**src/rtl/xmit_pkt_gen_if.sv**
```systemverilog
// ============================================================================
// Module      : xmit_pkt_gen_if
// Description : Control and frame-stream bundle between the frame-stimulus
//               generator (master) and its controller/consumer (slave).
// Revision    : 1.0 - initial release
// ============================================================================
`default_nettype none

interface xmit_pkt_gen_if #(
  parameter int DATA_W = 8,
  parameter int LEN_W  = 12,
  parameter int CNT_W  = 8
);
  logic                 start;
  logic [LEN_W-1:0]     pkt_len;
  logic [CNT_W-1:0]     num_pkts;
  logic [1:0]           prio_mode;
  logic                 ready;
  logic [DATA_W-1:0]    f_data_out;
  logic                 f_data_valid;
  logic [2*LEN_W-1:0]   f_ctrl_out;
  logic                 f_ctrl_valid;
  logic                 f_hi_priority;
  logic                 busy;
  logic                 done;
  logic [CNT_W-1:0]     pkt_cnt;

  modport master (
    input  start, pkt_len, num_pkts, prio_mode, ready,
    output f_data_out, f_data_valid, f_ctrl_out, f_ctrl_valid, f_hi_priority,
           busy, done, pkt_cnt
  );

  modport slave (
    output start, pkt_len, num_pkts, prio_mode, ready,
    input  f_data_out, f_data_valid, f_ctrl_out, f_ctrl_valid, f_hi_priority,
           busy, done, pkt_cnt
  );
endinterface

`default_nettype wire

```
**src/rtl/xmit_pkt_gen.sv**
```systemverilog
// ============================================================================
// Module      : xmit_pkt_gen
// Description : Frame-stimulus generator for the transmit path. Emits
//               num_pkts frames of header / body / trailer beats with
//               optional inter-frame gap, backpressure and priority modes.
//               Optional feature macro: PKTGEN_PAYLOAD_CNT_EN (body beats
//               carry an incrementing byte counter instead of BODY_PAT).
// Revision    : 1.0 - initial release
// ============================================================================
`default_nettype none

module xmit_pkt_gen #(
  parameter int                DATA_W   = 8,
  parameter int                LEN_W    = 12,
  parameter int                CNT_W    = 8,
  parameter int                HEAD_LEN = 4,
  parameter int                TAIL_LEN = 4,
  parameter logic [DATA_W-1:0] HEAD_PAT = 8'hFF,
  parameter logic [DATA_W-1:0] BODY_PAT = 8'h00,
  parameter int                IPG      = 0
) (
  input  wire logic          clk_sys,
  input  wire logic          reset,
  xmit_pkt_gen_if.master     bus
);

  localparam logic [2:0] S_IDLE = 3'd0;
  localparam logic [2:0] S_HEAD = 3'd1;
  localparam logic [2:0] S_BODY = 3'd2;
  localparam logic [2:0] S_TAIL = 3'd3;
  localparam logic [2:0] S_GAP  = 3'd4;
  localparam logic [2:0] S_DONE = 3'd5;

  localparam logic [LEN_W-1:0] c_min_len   = LEN_W'(HEAD_LEN + TAIL_LEN);
  localparam logic [LEN_W-1:0] c_head_last = LEN_W'(HEAD_LEN - 1);
  localparam logic [LEN_W-1:0] c_tail_last = LEN_W'(TAIL_LEN - 1);
  localparam logic [LEN_W-1:0] c_gap_last  = LEN_W'((IPG > 0) ? IPG - 1 : 0);

  // The state/beat/frame registers name the beat to be presented next; the
  // output registers hold the beat currently presented. Both advance together
  // whenever the presented beat is consumed or nothing busy is presented.
  logic [2:0]          r_state, w_state_nxt;
  logic [LEN_W-1:0]    r_beat, w_beat_nxt;
  logic [CNT_W-1:0]    r_frame, w_frame_nxt;
  logic [LEN_W-1:0]    r_eff_len, r_body_len, w_eff_in;
  logic [CNT_W-1:0]    r_num;
  logic [1:0]          r_prio;

  logic [DATA_W-1:0]   r_data, w_data;
  logic                r_valid, w_valid;
  logic [2*LEN_W-1:0]  r_ctrl, w_ctrl;
  logic                r_ctrl_valid, w_ctrl_valid;
  logic                r_hi, w_hi, w_frame_hi;
  logic                r_busy, w_busy;
  logic                r_done, w_done;
  logic                r_last_tail, w_last_tail;
  logic [CNT_W-1:0]    r_pkt_cnt;

  logic                w_adv, w_accept, w_last_frame;

  assign w_adv        = bus.ready | ~r_busy;
  assign w_accept     = (r_state == S_IDLE) & bus.start;
  assign w_eff_in     = (bus.pkt_len < c_min_len) ? c_min_len : bus.pkt_len;
  assign w_last_frame = (r_frame == (r_num - CNT_W'(1)));

`ifdef PKTGEN_PAYLOAD_CNT_EN
  logic [DATA_W-1:0]   r_pay;

  // Payload counter: restarts on each frame's first body beat, steps per body beat produced.
  always_ff @(posedge clk_sys) begin
    if (reset)      r_pay <= '0;
    else if (w_adv) r_pay <= (r_state == S_BODY) ? r_pay + DATA_W'(1) : '0;
  end
`endif

  // Run parameters captured once per accepted start; immune to later input changes.
  always_ff @(posedge clk_sys) begin
    if (reset) begin
      r_eff_len  <= '0;
      r_body_len <= '0;
      r_num      <= '0;
      r_prio     <= '0;
    end else if (w_accept) begin
      r_eff_len  <= w_eff_in;
      r_body_len <= w_eff_in - c_min_len;
      r_num      <= bus.num_pkts;
      r_prio     <= bus.prio_mode;
    end
  end

  // State register with beat and frame position.
  always_ff @(posedge clk_sys) begin
    if (reset) begin
      r_state <= S_IDLE;
      r_beat  <= '0;
      r_frame <= '0;
    end else if (w_adv) begin
      r_state <= w_state_nxt;
      r_beat  <= w_beat_nxt;
      r_frame <= w_frame_nxt;
    end
  end

  // Next-state and position sequencing through header, body, trailer and gap.
  always_comb begin
    w_state_nxt = r_state;
    w_beat_nxt  = r_beat + LEN_W'(1);
    w_frame_nxt = r_frame;
    case (r_state)
      S_IDLE: begin
        w_beat_nxt  = '0;
        w_frame_nxt = '0;
        if (bus.start) w_state_nxt = (bus.num_pkts == '0) ? S_DONE : S_HEAD;
      end
      S_HEAD: if (r_beat == c_head_last) begin
        w_beat_nxt  = '0;
        w_state_nxt = (r_body_len == '0) ? S_TAIL : S_BODY;
      end
      S_BODY: if (r_beat == (r_body_len - LEN_W'(1))) begin
        w_beat_nxt  = '0;
        w_state_nxt = S_TAIL;
      end
      S_TAIL: if (r_beat == c_tail_last) begin
        w_beat_nxt = '0;
        if (IPG > 0) begin
          w_state_nxt = S_GAP;
        end else if (w_last_frame) begin
          w_state_nxt = S_DONE;
        end else begin
          w_state_nxt = S_HEAD;
          w_frame_nxt = r_frame + CNT_W'(1);
        end
      end
      S_GAP: if (r_beat == c_gap_last) begin
        w_beat_nxt = '0;
        if (w_last_frame) begin
          w_state_nxt = S_DONE;
        end else begin
          w_state_nxt = S_HEAD;
          w_frame_nxt = r_frame + CNT_W'(1);
        end
      end
      S_DONE: begin
        w_beat_nxt  = '0;
        w_state_nxt = S_IDLE;
      end
      default: begin
        w_beat_nxt  = '0;
        w_state_nxt = S_IDLE;
      end
    endcase
  end

  // Per-frame priority from the latched mode and the frame index.
  always_comb begin
    case (r_prio)
      2'b00:   w_frame_hi = 1'b0;
      2'b01:   w_frame_hi = 1'b1;
      2'b10:   w_frame_hi = ~r_frame[0];
      default: w_frame_hi = (r_frame[1:0] == 2'b00);
    endcase
  end

  // Output decode of the beat at the current position.
  always_comb begin
    w_data       = '0;
    w_valid      = 1'b0;
    w_ctrl       = '0;
    w_ctrl_valid = 1'b0;
    w_hi         = 1'b0;
    w_busy       = 1'b0;
    w_done       = 1'b0;
    w_last_tail  = 1'b0;
    case (r_state)
      S_HEAD: begin
        w_data  = HEAD_PAT;
        w_valid = 1'b1;
        w_hi    = w_frame_hi;
        w_busy  = 1'b1;
        if (r_beat == '0) begin
          w_ctrl_valid = 1'b1;
          w_ctrl       = {r_eff_len, r_eff_len};
        end
      end
      S_BODY: begin
`ifdef PKTGEN_PAYLOAD_CNT_EN
        w_data  = r_pay;
`else
        w_data  = BODY_PAT;
`endif
        w_valid = 1'b1;
        w_hi    = w_frame_hi;
        w_busy  = 1'b1;
      end
      S_TAIL: begin
        w_data      = HEAD_PAT;
        w_valid     = 1'b1;
        w_hi        = w_frame_hi;
        w_busy      = 1'b1;
        w_last_tail = (r_beat == c_tail_last);
      end
      S_GAP:   w_busy = 1'b1;
      S_DONE:  w_done = 1'b1;
      default: w_busy = 1'b0;
    endcase
  end

  // Output registers: load the next beat when the presented one is consumed.
  always_ff @(posedge clk_sys) begin
    if (reset) begin
      r_data       <= '0;
      r_valid      <= 1'b0;
      r_ctrl       <= '0;
      r_ctrl_valid <= 1'b0;
      r_hi         <= 1'b0;
      r_busy       <= 1'b0;
      r_done       <= 1'b0;
      r_last_tail  <= 1'b0;
    end else if (w_adv) begin
      r_data       <= w_data;
      r_valid      <= w_valid;
      r_ctrl       <= w_ctrl;
      r_ctrl_valid <= w_ctrl_valid;
      r_hi         <= w_hi;
      r_busy       <= w_busy;
      r_done       <= w_done;
      r_last_tail  <= w_last_tail;
    end
  end

  // Completed-frame counter: cleared on start, stepped when a last trailer beat transfers.
  always_ff @(posedge clk_sys) begin
    if (reset)                                r_pkt_cnt <= '0;
    else if (w_accept)                        r_pkt_cnt <= '0;
    else if (r_valid & bus.ready & r_last_tail) r_pkt_cnt <= r_pkt_cnt + CNT_W'(1);
  end

  assign bus.f_data_out    = r_data;
  assign bus.f_data_valid  = r_valid;
  assign bus.f_ctrl_out    = r_ctrl;
  assign bus.f_ctrl_valid  = r_ctrl_valid;
  assign bus.f_hi_priority = r_hi;
  assign bus.busy          = r_busy;
  assign bus.done          = r_done;
  assign bus.pkt_cnt       = r_pkt_cnt;

endmodule

`default_nettype wire
```
**src/flat_wrapper.sv**
```systemverilog
// flat-port wrapper written by rule: the top's interface ports become plain ports
module xmit_pkt_gen_flat 
#(
  parameter int                DATA_W   = 8,
  parameter int                LEN_W    = 12,
  parameter int                CNT_W    = 8,
  parameter int                HEAD_LEN = 4,
  parameter int                TAIL_LEN = 4,
  parameter logic [DATA_W-1:0] HEAD_PAT = 8'hFF,
  parameter logic [DATA_W-1:0] BODY_PAT = 8'h00,
  parameter int                IPG      = 0
)
  (clk_sys, reset, bus_start, bus_pkt_len, bus_num_pkts, bus_prio_mode, bus_ready, bus_f_data_out, bus_f_data_valid, bus_f_ctrl_out, bus_f_ctrl_valid, bus_f_hi_priority, bus_busy, bus_done, bus_pkt_cnt);
  xmit_pkt_gen_if #(.DATA_W(DATA_W), .LEN_W(LEN_W), .CNT_W(CNT_W)) bus_i ();
  input  wire logic clk_sys;
  input  wire logic reset;
  input wire logic [$bits(bus_i.start)-1:0] bus_start;
  input wire logic [$bits(bus_i.pkt_len)-1:0] bus_pkt_len;
  input wire logic [$bits(bus_i.num_pkts)-1:0] bus_num_pkts;
  input wire logic [$bits(bus_i.prio_mode)-1:0] bus_prio_mode;
  input wire logic [$bits(bus_i.ready)-1:0] bus_ready;
  output wire logic [$bits(bus_i.f_data_out)-1:0] bus_f_data_out;
  output wire logic [$bits(bus_i.f_data_valid)-1:0] bus_f_data_valid;
  output wire logic [$bits(bus_i.f_ctrl_out)-1:0] bus_f_ctrl_out;
  output wire logic [$bits(bus_i.f_ctrl_valid)-1:0] bus_f_ctrl_valid;
  output wire logic [$bits(bus_i.f_hi_priority)-1:0] bus_f_hi_priority;
  output wire logic [$bits(bus_i.busy)-1:0] bus_busy;
  output wire logic [$bits(bus_i.done)-1:0] bus_done;
  output wire logic [$bits(bus_i.pkt_cnt)-1:0] bus_pkt_cnt;
  assign bus_i.start = bus_start;
  assign bus_i.pkt_len = bus_pkt_len;
  assign bus_i.num_pkts = bus_num_pkts;
  assign bus_i.prio_mode = bus_prio_mode;
  assign bus_i.ready = bus_ready;
  assign bus_f_data_out = bus_i.f_data_out;
  assign bus_f_data_valid = bus_i.f_data_valid;
  assign bus_f_ctrl_out = bus_i.f_ctrl_out;
  assign bus_f_ctrl_valid = bus_i.f_ctrl_valid;
  assign bus_f_hi_priority = bus_i.f_hi_priority;
  assign bus_busy = bus_i.busy;
  assign bus_done = bus_i.done;
  assign bus_pkt_cnt = bus_i.pkt_cnt;
  xmit_pkt_gen #(.DATA_W(DATA_W), .LEN_W(LEN_W), .CNT_W(CNT_W), .HEAD_LEN(HEAD_LEN), .TAIL_LEN(TAIL_LEN), .HEAD_PAT(HEAD_PAT), .BODY_PAT(BODY_PAT), .IPG(IPG)) u_core (.clk_sys(clk_sys), .reset(reset), .bus(bus_i));
endmodule
```
**config.mk**
```make
export PLATFORM = sky130hd
export DESIGN_NAME = xmit_pkt_gen_flat
export DESIGN_NICKNAME = d
export VERILOG_FILES = /design/src/rtl/xmit_pkt_gen_if.sv /design/src/rtl/xmit_pkt_gen.sv /design/src/flat_wrapper.sv
export SDC_FILE = /design/constraint.sdc
export NUM_CORES = 1
export LEC_CHECK = 0
export ABC_AREA = 1
export ABC_CLOCK_PERIOD_IN_PS = 2800
export BUFFER_PORTS_ARGS = -buffer_cell sky130_fd_sc_hd__buf_2
export CAP_MARGIN = 0
export CELL_PAD_IN_SITES_DETAIL_PLACEMENT = 0
export CELL_PAD_IN_SITES_GLOBAL_PLACEMENT = 1
export CORE_UTILIZATION = 30
export DETAILED_ROUTE_END_ITERATION = 10
export GPL_ROUTABILITY_DRIVEN = 0
export GPL_TIMING_DRIVEN = 0
export PLACE_DENSITY = 0.64
export REMOVE_ABC_BUFFERS = 1
export SYNTH_ARGS = -nofsm -noshare
export SYNTH_HDL_FRONTEND = slang
export SYNTH_SLANG_ARGS = --single-unit
```
**constraint.sdc**
```tcl
create_clock -name clk_sys -period 2.8 [get_ports clk_sys]
set_clock_uncertainty 0.2 [all_clocks]
set_input_delay 0.28 -clock clk_sys [delete_from_list [all_inputs] [get_ports clk_sys]]
set_output_delay 0.28 -clock clk_sys [all_outputs]
set_load 0.02 [all_outputs]
```
==> results.json <==
{
  "relSlewSlack_pct": 23.8,
  "p_per_area_nw_per_um2": 858,
  "initial_utilization_pct": 31.2,
  "grt_pass1_vias": 3835,
  "cts_max_level": 3,
  "synth-edff-count": 0,
  "clock_latency_ns": 0.35,
  "firstDrtPassIters": 8,
  "r2r-start": "u_core.bus.busy",
  "synth_area_um2": 4580,
  "cts_max_path_buffers": 2,
  "drc": 6,
  "p_leak_uw": 0.00231,
  "r2r_slack_ns": 0.30,
  "ys.flop_type": "dfxtp_1",
  "stdcell_count": 889,
  "peakVddDrop_mv": 0.471,
  "grt_pass1_wl_um": 19300,
  "cts_buffers": 9,
  "nets": 735,
  "vias_per_cell": 4.58,
  "postCtsSetupRepairBufs": 0,
  "worst-path-buf-inv": 1,
  "r2r-end": "u_core.bus.f_ctrl_out[14]",
  "yosysWarnings": 0,
  "slew_violations": 0,
  "area_delta_synth_final_pct": 17.6,
  "ys_types": 42,
  "arrival_ns": 2.56,
  "critPathTopFamily": "simple AND/OR/NAND/NOR gates",
  "pre_cts_ws_ns": -0.135,
  "ys_ff_latch": 81,
  "layout_setup_ws_ns": 0.296,
  "min_from": "bus_pkt_len[2]",
  "crit_slowest_cell": "nor3_4",
  "path_clk_slew_ns": 0.07,
  "root_buffer": "clkbuf_16",
  "path_max_fanout": 29,
  "portBuffers": 70,
  "hold_violations": 1,
  "clock.fmax_ghz": 0.399,
  "dieArea_um2": 15800,
  "cp_common_cell": "nand2_1",
  "drive_gt1_share_pct": 20.7,
  "antennaDiodeCount": 0,
  "grt_max_degree": 48,
  "critPathCaptureType": "flip-flop",
  "hp-class": "in2reg",
  "maxCapViolations": 0,
  "status": "finished with violations",
  "synth.yosys.seq_area_share_pct": 35.4,
  "worst-setup-path-type": "reg2reg",
  "rsz0062_at_grt": "false",
  "setup_viol": 0,
  "hold_slack_ns": -0.00205,
  "rr_worst_depth": 5,
  "core_um2": 14700,
  "required_ns": 2.85,
  "syn_inst": 643,
  "tns_ns": 0,
  "vias": 4068,
  "final_util_pct": 36.7,
  "min_period_ns": 2.50,
  "post-place-cells": 862,
  "overflow": 0,
  "wl_per_cell_um": 13.1,
  "io_pins": 71,
  "whs_endpoint": "u_core.r_body_len[2]",
  "antenna_found_initial": 0,
  "start_kind": "flip-flop",
  "die_w_um": 126,
  "drtAntennaViolNets": 0,
  "hold_depth": 3,
  "drt_iter0_markers": 215,
  "cts_sinks": 81,
  "fin_crit_sh_pct": 89.4,
  "async_flop_share_pct": 0,
  "crit_chain": "nand2_1 -> inv_1 -> nor3_4 -> nand2_1 -> a21oi_1",
  "cts_tree": "built",
  "syn_area_per_cell_um2": 7.13,
  "rows": 44,
  "dp_hpwl_um": 8580,
  "grt_use_total_pct": 15.6,
  "slowest_delay_ns": 0.71,
  "violations": "DRC, hold timing",
  "routed_wl_um": 11700,
  "die_h_um": 126,
  "tightest_slew_ns": 1.14
}
## tightest hold or removal path, cell delays in order
cell and delay, ns:
buf_2 0.07, inv_1 0.04, o22ai_1 0.11
## report_power, final
group	switching, uW	internal, uW	total [uW]
clock	515	791	1310
sequential	144	1310	1450
combinational	1260	598	1860
total	1920	2700	4620
## layout by cell type, fill, tap and decap left out, types with 9 or more instances in the layout
cell type and count:
a21oi_1 44, buf_2 70, clkbuf_16 9, dfxtp_1 81, dlygate4sd3_1 11, ha_1 9, inv_1 62, inv_2 14
nand2_1 144, nand2_2 12, nand3_1 35, nor2_1 69, nor3_1 10, o21ai_0 26, xnor2_1 15, xor2_1 26
## cells in the mapped netlist, drive strengths merged (2+ instances only)
master	count	area share (%)
nand2	157	14
dfxtp	81	35
nor2	79	7.7
inv	76	6.2
a21oi	53	6.7
nand3	40	5.1
o21ai	30	3.5
buf	27	4.3
xor2	26	5.0
nor3	16	2.3
xnor2	15	2.9
ha	9	2.5
clkbuf	8	0.66
nand4	4	0.55
o22ai	4	0.55
nand3b	3	0.49
nor4	3	0.41
a221oi	2	0.38
a22o	2	0.38
nor3b	2	0.44
## how the worst max path moves through the flow
| stage | end | startpoint | depth (start not counted) |
|---|---|---|---|
| floorplan | u_core.bus.f_ctrl_out[11] | u_core.bus.busy | 5 |
| global placement | u_core.bus.f_ctrl_out[14] | bus_ready | 7 |
| detailed placement | u_core.bus.f_ctrl_out[14] | bus_ready | 7 |
| CTS | u_core.r_body_len[1] | u_core.r_state[1] | 9 |
| global route | u_core.bus.f_ctrl_out[13] | u_core.bus.busy | 5 |
| finish | u_core.bus.f_ctrl_out[14] | u_core.bus.busy | 5 |
## repair_timing
action | 4_1_cts | 5_1_grt
endpoints found under the setup margin | 2 | 3
resized for setup | 1 | 1
endpoints found under the hold margin | 11 | 0
hold buffers | 11 | 0
## layer usage
layer | GRT usage (%) | share of wire (%)
met3 | 3.98 | 2.5
met4 | 4.09 | 0.73
met2 | 24.9 | 46
met5 | 0 | 0
met1 | 20.8 | 51
## per-stage QoR
stage                     instance area (um2)  total power [uW]
after floorplan                          4360              2830
after global placement                   4940              3330
after detailed placement                 4940              3340
after CTS                                5380              4700
after global routing                     5390              5000
final                                    5390              4620
## registers in the layout (all words and copies together) (netlist names)
register / count
u_core.bus.f_ctrl_out: 12
u_core.r_beat: 12
u_core.r_body_len: 12
u_core.r_eff_len: 9
u_core.bus.pkt_cnt: 8
u_core.r_frame: 8
u_core.r_num: 8
u_core.r_state: 3
u_core.r_prio: 2
u_core.bus.busy: 1
u_core.bus.done: 1
u_core.bus.f_ctrl_valid: 1
u_core.bus.f_data_out: 1
u_core.bus.f_data_valid: 1
u_core.bus.f_hi_priority: 1
u_core.r_last_tail: 1
## cell type report
class,count,area (um2)
clock buffers,9,225
inverters,77,290
repair buffers,81,460
flip-flops and latches,81,1620
multi-input cells,450,2460
clock inverters,7,100
well taps,184,230
fillers,1575,9310
## cell families (layout without fill, tap and decap cells)
family                   count (synthesis)  in the layout  share of synthesized area (%)
AO/OA/AOI/OAI                           96             96                           12.4
XOR/XNOR                                41             41                           7.84
adder cells (fa/ha/maj)                  9              9                           2.46
buffers and inverters                  112            174                           11.3
flip-flops                              81             81                           35.4
AND/OR/NAND/NOR                        304            304                           30.6
Note: power is estimated with default switching activity, not from simulation.
